<file path="src/rtl/uwid_defs_pkg.sv">
// Shared constants and state encoding for the serial pattern detector.
package uwid_defs_pkg;

   localparam int DEF_PAT_W = 4;
   localparam logic [DEF_PAT_W-1:0] DEF_PATTERN = 4'b0010;

   // FILL: fewer than PAT_W bits collected since reset/clear/restart.
   // ARMED: the window holds PAT_W valid bits and may be compared.
   typedef enum logic {
      ST_FILL  = 1'b0,
      ST_ARMED = 1'b1
   } state_e;

endpackage

</file>
<file path="src/rtl/uwid_shift_window.sv">
// Serial shift window plus saturating fill counter. The fill count is the
// implicit FILL/ARMED state and is exposed through the state output.
//
// Handshake: a bit is consumed on every cycle with in_valid=1 and clear=0;
// there is no back-pressure. clear has priority and discards the bit.
module uwid_shift_window
   import uwid_defs_pkg::*;
#(
   parameter int PAT_W = DEF_PAT_W
) (
   input  logic             clk,
   input  logic             reset,
   input  logic             in_valid,
   input  logic             in_bit,
   input  logic             clear,
   input  logic             restart,
   output logic [PAT_W-1:0] window,
   output logic [PAT_W-1:0] next_window,
   output logic             fill_last,
   output state_e           state
);

   localparam int FW = $clog2(PAT_W + 1);
   localparam logic [FW-1:0] FULL = FW'(PAT_W);

   logic [FW-1:0]    fill;
   logic [FW-1:0]    fill_nxt;
   logic [PAT_W-1:0] window_nxt;

   // Shifted window value if this cycle's bit is taken; also used by the
   // comparator so a match is flagged on the same edge that shifts the bit in.
   assign next_window = (window << 1) | PAT_W'(in_bit);

   // Decoded state and "one bit short of full" for the match qualifier.
   assign state     = (fill == FULL) ? ST_ARMED : ST_FILL;
   assign fill_last = (fill == FULL - FW'(1));

   // State register: window and fill.
   always_ff @(posedge clk or posedge reset) begin
      if (reset) begin
         window <= '0;
         fill   <= '0;
      end else begin
         window <= window_nxt;
         fill   <= fill_nxt;
      end
   end

   // Next-state: clear wins, otherwise shift on valid; restart drops the
   // fill back to zero (non-overlapping mode) while the window keeps shifting.
   always_comb begin
      window_nxt = window;
      fill_nxt   = fill;
      if (clear) begin
         window_nxt = '0;
         fill_nxt   = '0;
      end else if (in_valid) begin
         window_nxt = next_window;
         if (restart) begin
            fill_nxt = '0;
         end else if (fill != FULL) begin
            fill_nxt = fill + FW'(1);
         end
      end
   end

endmodule

</file>
<file path="src/rtl/uwid_seq_detector.sv">
// Serial pattern detector: compares the incoming window against PATTERN,
// registers a one-cycle match pulse, counts matches (saturating) and keeps
// a sticky flag for the LED.
module uwid_seq_detector
   import uwid_defs_pkg::*;
#(
   parameter int               PAT_W   = DEF_PAT_W,
   parameter logic [PAT_W-1:0] PATTERN = DEF_PATTERN,
   parameter int               CNT_W   = 8,
   parameter int               OVERLAP = 1
) (
   input  logic             clk,
   input  logic             reset,
   input  logic             in_valid,
   input  logic             in_bit,
   input  logic             clear,
   output logic             match,
   output logic             match_seen,
   output logic [CNT_W-1:0] match_count,
   output logic [PAT_W-1:0] window
);

   logic [PAT_W-1:0] next_window;
   logic             fill_last;
   state_e           state;
   logic             next_full;
   logic             hit;
   logic             restart;

   uwid_shift_window #(
      .PAT_W (PAT_W)
   ) u_window (
      .clk         (clk),
      .reset       (reset),
      .in_valid    (in_valid),
      .in_bit      (in_bit),
      .clear       (clear),
      .restart     (restart),
      .window      (window),
      .next_window (next_window),
      .fill_last   (fill_last),
      .state       (state)
   );

   // A match needs a consumed bit and a window that is full after the shift.
   assign next_full = (state == ST_ARMED) || fill_last;
   assign hit       = in_valid && !clear && next_full && (next_window == PATTERN);
   assign restart   = hit && (OVERLAP == 0);

   // Match pulse, saturating counter and sticky flag.
   always_ff @(posedge clk or posedge reset) begin
      if (reset) begin
         match       <= 1'b0;
         match_seen  <= 1'b0;
         match_count <= '0;
      end else if (clear) begin
         match       <= 1'b0;
         match_seen  <= 1'b0;
         match_count <= '0;
      end else begin
         match <= hit;
         if (hit) begin
            match_seen <= 1'b1;
            if (match_count != {CNT_W{1'b1}}) begin
               match_count <= match_count + CNT_W'(1);
            end
         end
      end
   end

endmodule

</file>
<file path="config.mk">
export PLATFORM = sky130hd
export DESIGN_NAME = uwid_seq_detector
export DESIGN_NICKNAME = d
export VERILOG_FILES = /design/src/rtl/uwid_defs_pkg.sv /design/src/rtl/uwid_shift_window.sv /design/src/rtl/uwid_seq_detector.sv
export SDC_FILE = /design/constraint.sdc
export NUM_CORES = 1
export LEC_CHECK = 0
export ABC_CLOCK_PERIOD_IN_PS = 1790
export CELL_PAD_IN_SITES_DETAIL_PLACEMENT = 0
export CELL_PAD_IN_SITES_GLOBAL_PLACEMENT = 1
export CORE_UTILIZATION = 37
export CTS_CLUSTER_SIZE = 12
export DETAILED_ROUTE_END_ITERATION = 8
export GPL_ROUTABILITY_DRIVEN = 0
export PLACE_DENSITY_LB_ADDON = 0.2
export SYNTH_ARGS = -nofsm -noshare
export SYNTH_HDL_FRONTEND = slang
export SYNTH_SLANG_ARGS = --single-unit
</file>
<file path="constraint.sdc">
create_clock -name clk -period 1.79 [get_ports clk]
set_clock_uncertainty 0.05 [all_clocks]
set_input_delay 0.537 -clock clk [delete_from_list [all_inputs] [get_ports clk]]
set_output_delay 0.537 -clock clk [all_outputs]
set_load 0.03 [all_outputs]
</file>
## Word level (Yosys, flattened, before mapping)

Index checks and enable logic that the tools add are counted.

- Flip-flop bits (word level): 17
- Input bits: 5
- Word-level logic and storage cells: 36

- Add/subtract/negate cells: 2
- Equality and inequality tests: 5
- Muxes and demuxes: 12
- Bitwise gates (word level): 1
- Reductions and logical operators: 11

Operators by type and width:

| cell | count |
|---|---|
| 2-to-1 mux 8 bit | 3 |
| 2-to-1 mux 3 bit | 3 |
| adder 8 x 1 -> 8 bit, second input constant | 1 |
| 2-to-1 mux 4 bit | 2 |
| inequality test 8 bit, second input constant | 1 |
| nonzero test 2 bit | 4 |
| equality test 4 x 2 -> 1 bit, second input constant | 1 |
| 2-to-1 mux 1 bit | 4 |
| bitwise OR 4 x 1 -> 4 bit | 1 |
| AND reduction 2 bit | 2 |
| adder 3 x 1 -> 3 bit, second input constant | 1 |
| equality test 3 x 2 -> 1 bit, second input constant | 1 |
| equality test 3 bit, second input constant | 1 |
| logical AND 1 bit | 3 |
| inequality test 3 bit, second input constant | 1 |
| logical NOT 1 bit | 1 |
| logical OR 1 bit | 1 |

## Logic depth before layout (Yosys ltp)

- Word-level depth: 7
- Depth in mapped cells: 7

## Hierarchy

A second synthesis with hierarchy kept.

- Cells, all modules: 98
- Area total of the unflattened synthesis: 954.7 µm²

Modules (own cells, without submodules):

| module | times used | cells an instance | area an instance (µm²) | sequential area each (µm²) |
|---|---|---|---|---|
| uwid_seq_detector | 1 | 56 | 540.5 | 250.2 |
| uwid_shift_window | 1 | 42 | 414.1 | 175.2 |

## Least setup slack after synthesis

Ideal clock, no wire load.

- Path type: reg2reg
- Start point: register u_window.window[1]
- End point: register match_count[2]
- Data arrival time: 1513 ps
- Data required time: 1601 ps
- Slack: 88 ps
- Stages on the path, launching flop included: 6
- Path buffers: 1
- Clock period less this slack: 1702 ps
- Path through: dfrtp_1 > nor4_2 > nand4_2 > buf_4 > o311ai_2 > o31ai_1

- Word-level cells in the longest chain between the ends: 5

Ends and longest elaborated chain:

| item | RTL line | RTL |
|---|---|---|
| start: declaration | uwid_shift_window.sv:17 | `output logic [PAT_W-1:0] window,` |
| start signal: assignment | uwid_shift_window.sv:44 | `window <= window_nxt;` |
| bitwise OR 4 x 1 -> 4 bit | uwid_shift_window.sv:32 | `assign next_window = (window << 1) \| PAT_W'(in_bit);` |
| equality test 4 x 2 -> 1 bit | uwid_seq_detector.sv:47 | `assign hit = in_valid && !clear && next_full && (next_window == PATTERN);` |
| logical AND 1 bit | uwid_seq_detector.sv:47 |  |
| nonzero test 2 bit (no line) | -- |  |
| AND reduction 2 bit (no line) | -- |  |
| end signal: assignment | uwid_seq_detector.sv:65 | `match_count <= match_count + CNT_W'(1);` |
| end: declaration | uwid_seq_detector.sv:19 | `output logic [CNT_W-1:0] match_count,` |

No other way between the ends.
A chain may end at the register's enable or synchronous reset.

## Final worst setup path

- Start point: register u_window.window[0]
- End point: output window[0]

RTL lines:

| item | RTL line | RTL |
|---|---|---|
| end: declaration | uwid_seq_detector.sv:20 | `output logic [PAT_W-1:0] window` |

No word-level cell between the ends.

==> flow_summary.json <==
{
  "met1_length_um": 983,
  "grt_max_degree": 18,
  "r2r_slack_ns": 0.09,
  "grt_overflow": 0,
  "fin_crit_ns": 1.722,
  "ir_drop_v": 0.0003962,
  "rr_worst_depth": 7,
  "worst-setup-path-type": "flop to primary output",
  "synth_simple_gate_area_share_pct": 18.16,
  "detail_route.wl_per_cell_um": 12.99,
  "synth_xor_area_share_pct": 1.009,
  "syn_area_um2": 868.3,
  "cts_buffer_depth": 2,
  "wl_met3_um": 60,
  "worst_pin_slew_ns": 0.4173,
  "syn_nets": 93,
  "fillers": 225,
  "root_buffer": "clkbuf_4",
  "finalPower_uw": 693.1,
  "synthArstFlopShare_pct": 100.0,
  "min_path_cells": 1,
  "ys_ff_latch": 17,
  "io_pins": 19,
  "synthToLayoutAreaGrowth_pct": 41.50,
  "drtIter0Drc": 10,
  "crit_slowest_cell": "dfrtp_1",
  "antenna_found_initial": 0,
  "die-area_um2": 2545,
  "min_from": "match_seen$_DFFE_PP0P_",
  "drive_gt1_share_pct": 26.05,
  "worstPathArrival_ns": 1.13,
  "hold_path.class": "flop to flop",
  "antenna_left": 0,
  "cts.sinks": 17,
  "synth-main-ff-cell": "dfrtp_1",
  "grt_pass1_wl_mm": 3.256,
  "wl_mm": 1.909,
  "start_kind": "flop",
  "critPathRequiredTime_ns": 1.20,
  "synthCells": 85,
  "place_ws_ns": -0.4210,
  "synth_seq_area_share_pct": 48.99,
  "cpPeakStageDelay_ns": 0.42,
  "maxUsedRoutingLayer": "met4",
  "numCtsBuffers": 3,
  "yosysWarnings": 0,
  "die_w_um": 50.45,
  "num_antenna_cells": 0,
  "synth_area_leader_cell": "dfrtp_1",
  "cts_hold_buf": 0,
  "num_vias": 759,
  "muxShareOfSynthArea_pct": 4.755,
  "crit_fanout": 4,
  "yosysTopAreaCellShare_pct": 48.99,
  "power_density_nw_per_um2": 564.1,
  "path_cells": "dlygate4sd2_1",
  "path_buf_inv": 1,
  "dp.cells": 141,
  "slew-limit-headroom_pct": 72.08,
  "drt-pass1-iter-count": 4,
  "path_clk_slew_ns": 0.11,
  "multi_input_area_um2": 434.2,
  "synthDistinctLibCells": 34,
  "status": "completed",
  "chipHeight_um": 50.45,
  "hpwl_mm": 1.266,
  "fin_ws_ns": 0.06841,
  "coreArea_um2": 2212,
  "synth_top_family_by_area": "simple AND/OR/NAND/NOR gates",
  "grt_pass1_vias": 701,
  "synth-compound-area-share_pct": 17.44,
  "reg2reg_to": "match_count[3]$_DFFE_PP0P_",
  "clk_latency_ns": 0.30,
  "area.sequential_um2": 425.4,
  "cts_tree": "done",
  "hold_viol": 0,
  "synth_fa_ha_area_share_pct": 4.323,
  "rows": 17,
  "cp_top_family": "flip-flops",
  "startpoint": "u_window.window[0]$_DFFE_PP0P_",
  "synth_edf_count": 0,
  "drc_errors": 0,
  "setup_viol": 0,
  "slew_viol_final": 0,
  "maxCapViolations": 0,
  "rsz0062_at_grt": "yes",
  "synth.most_common_cell": "dfrtp_1",
  "worstReg2RegStart": "u_window.fill[0]$_DFFE_PP0P_",
  "fin_crit_sh_pct": 96.18,
  "grtUsageTotal_pct": 17.30,
  "cts_max_level": 1,
  "start_util_pct": 39.25,
  "nets": 128,
  "p_leak_uw": 0.0006188,
  "max_freq_ghz": 0.5809,
  "synth_top_cells_by_count": "dfrtp_1 (17), inv_1 (8), nor2_1 (7)",
  "viasPerCell": 5.163,
  "stdcell_count": 147,
  "met2WireLength_um": 832,
  "synth.area.top_cells": "dfrtp_1 (49%), ha_1 (4.3%), a21oi_1 (3.5%)",
  "critPathCaptureType": "primary output",
  "syn_area_per_cell_um2": 10.22,
  "port_buffers": 18,
  "whs_endpoint": "match_seen$_DFFE_PP0P_"
}
worst max-delay path by stage:
stage | cells after the start | end | slack, ns
final | 1 | window[0] | 0.07
after global routing | 7 | match_count[3]$_DFFE_PP0P_ | -0.03
after CTS | 7 | match_count[3]$_DFFE_PP0P_ | 0.04
after detailed placement | 6 | match_count[5]$_DFFE_PP0P_ | -0.42
after global placement | 7 | match_count[6]$_DFFE_PP0P_ | -0.36
after floorplan | 5 | match_count[2]$_DFFE_PP0P_ | 0.09
layout by cell type (no fill, tap or decap), drive strengths merged, types with 3 or more instances in the layout:
master	count
ha	3
nand4	3
a21oi	6
inv	8
o31ai	3
dfrtp	17
o21ai	5
dlygate4sd2	16
nand2	3
nor2	7
clkbuf	3
mux2i	3
buf	15
flip-flops by register name, summed over array words and instances (netlist names):
name	cells
match_seen	1
u_window.fill	3
u_window.window	4
match_count	8
match	1
per-layer routing:
metal	global-route usage, %	up-vias
met5	0	-
met4	6.944	0
met3	3.030	4
met2	26.22	16
met1	24.28	361
li1	-	378
per-stage QoR:
step | utilization [%] | hold WS, ns | setup TNS [ns] | cell area [µm²]
4_1_cts | 53.85 | 0.4563 | 0 | 1191
6_report | 55.54 | 0.4561 | 0 | 1229
3_5_place_dp | 52.66 | 0.4238 | -3.220 | 1165
5_1_grt | 55.54 | 0.4867 | -0.07412 | 1229
3_3_place_gp | 52.66 | 0.4154 | -2.963 | 1165
2_1_floorplan | - | 0.4131 | 0 | 868.3
area by class of cell:
| class | count | share of cell area (%) |
|---|---|---|
| multi-input cells | 57 | 35.34 |
| flip-flops and latches | 17 | 34.62 |
| repair buffers | 33 | 22.30 |
| well taps | 28 | 2.851 |
| inverters | 8 | 2.444 |
| clock buffers | 3 | 1.833 |
| clock inverters | 1 | 0.6110 |
report_power, final:
| group | total (µW) | switching [µW] | leakage, µW | internal [µW] |
|---|---|---|---|---|
| Clock | 220 | 135 | 0.0000139 | 85.0 |
| Sequential | 398 | 6.75 | 0.000235 | 391 |
| Combinational | 75.8 | 41.8 | 0.000370 | 34.0 |
| Total | 693 | 183 | 0.000619 | 510 |
worst register-to-register path, cell delays in order, from the launching register on:
cell and delay, ns:
dfrtp_1 0.42, inv_1 0.06, ha_2 0.17, mux2_4 0.15, nand4_2 0.13, buf_6 0.17
or3_4 0.36, a21oi_2 0.11
cell families (layout without fill, tap and decap cells):
| logic type | Yosys count | count (layout) |
|---|---|---|
| DFF | 17 | 17 |
| AOI/OAI and AO/OA | 22 | 22 |
| xor gates and xnor gates | 1 | 1 |
| muxes | 4 | 4 |
| adders and majority gates | 3 | 3 |
| and+or+nand+nor | 27 | 27 |
| buffers and inverters | 11 | 45 |
what timing repair did:
item / 4_1_cts / 5_1_grt
pin swaps: 2 / 2
gates cloned: 1 / 0
endpoints found under the setup margin: 20 / 9
setup buffers: 0 / 1
gates resized for setup: 19 / 9
Power figures use the tool's default switching activity.
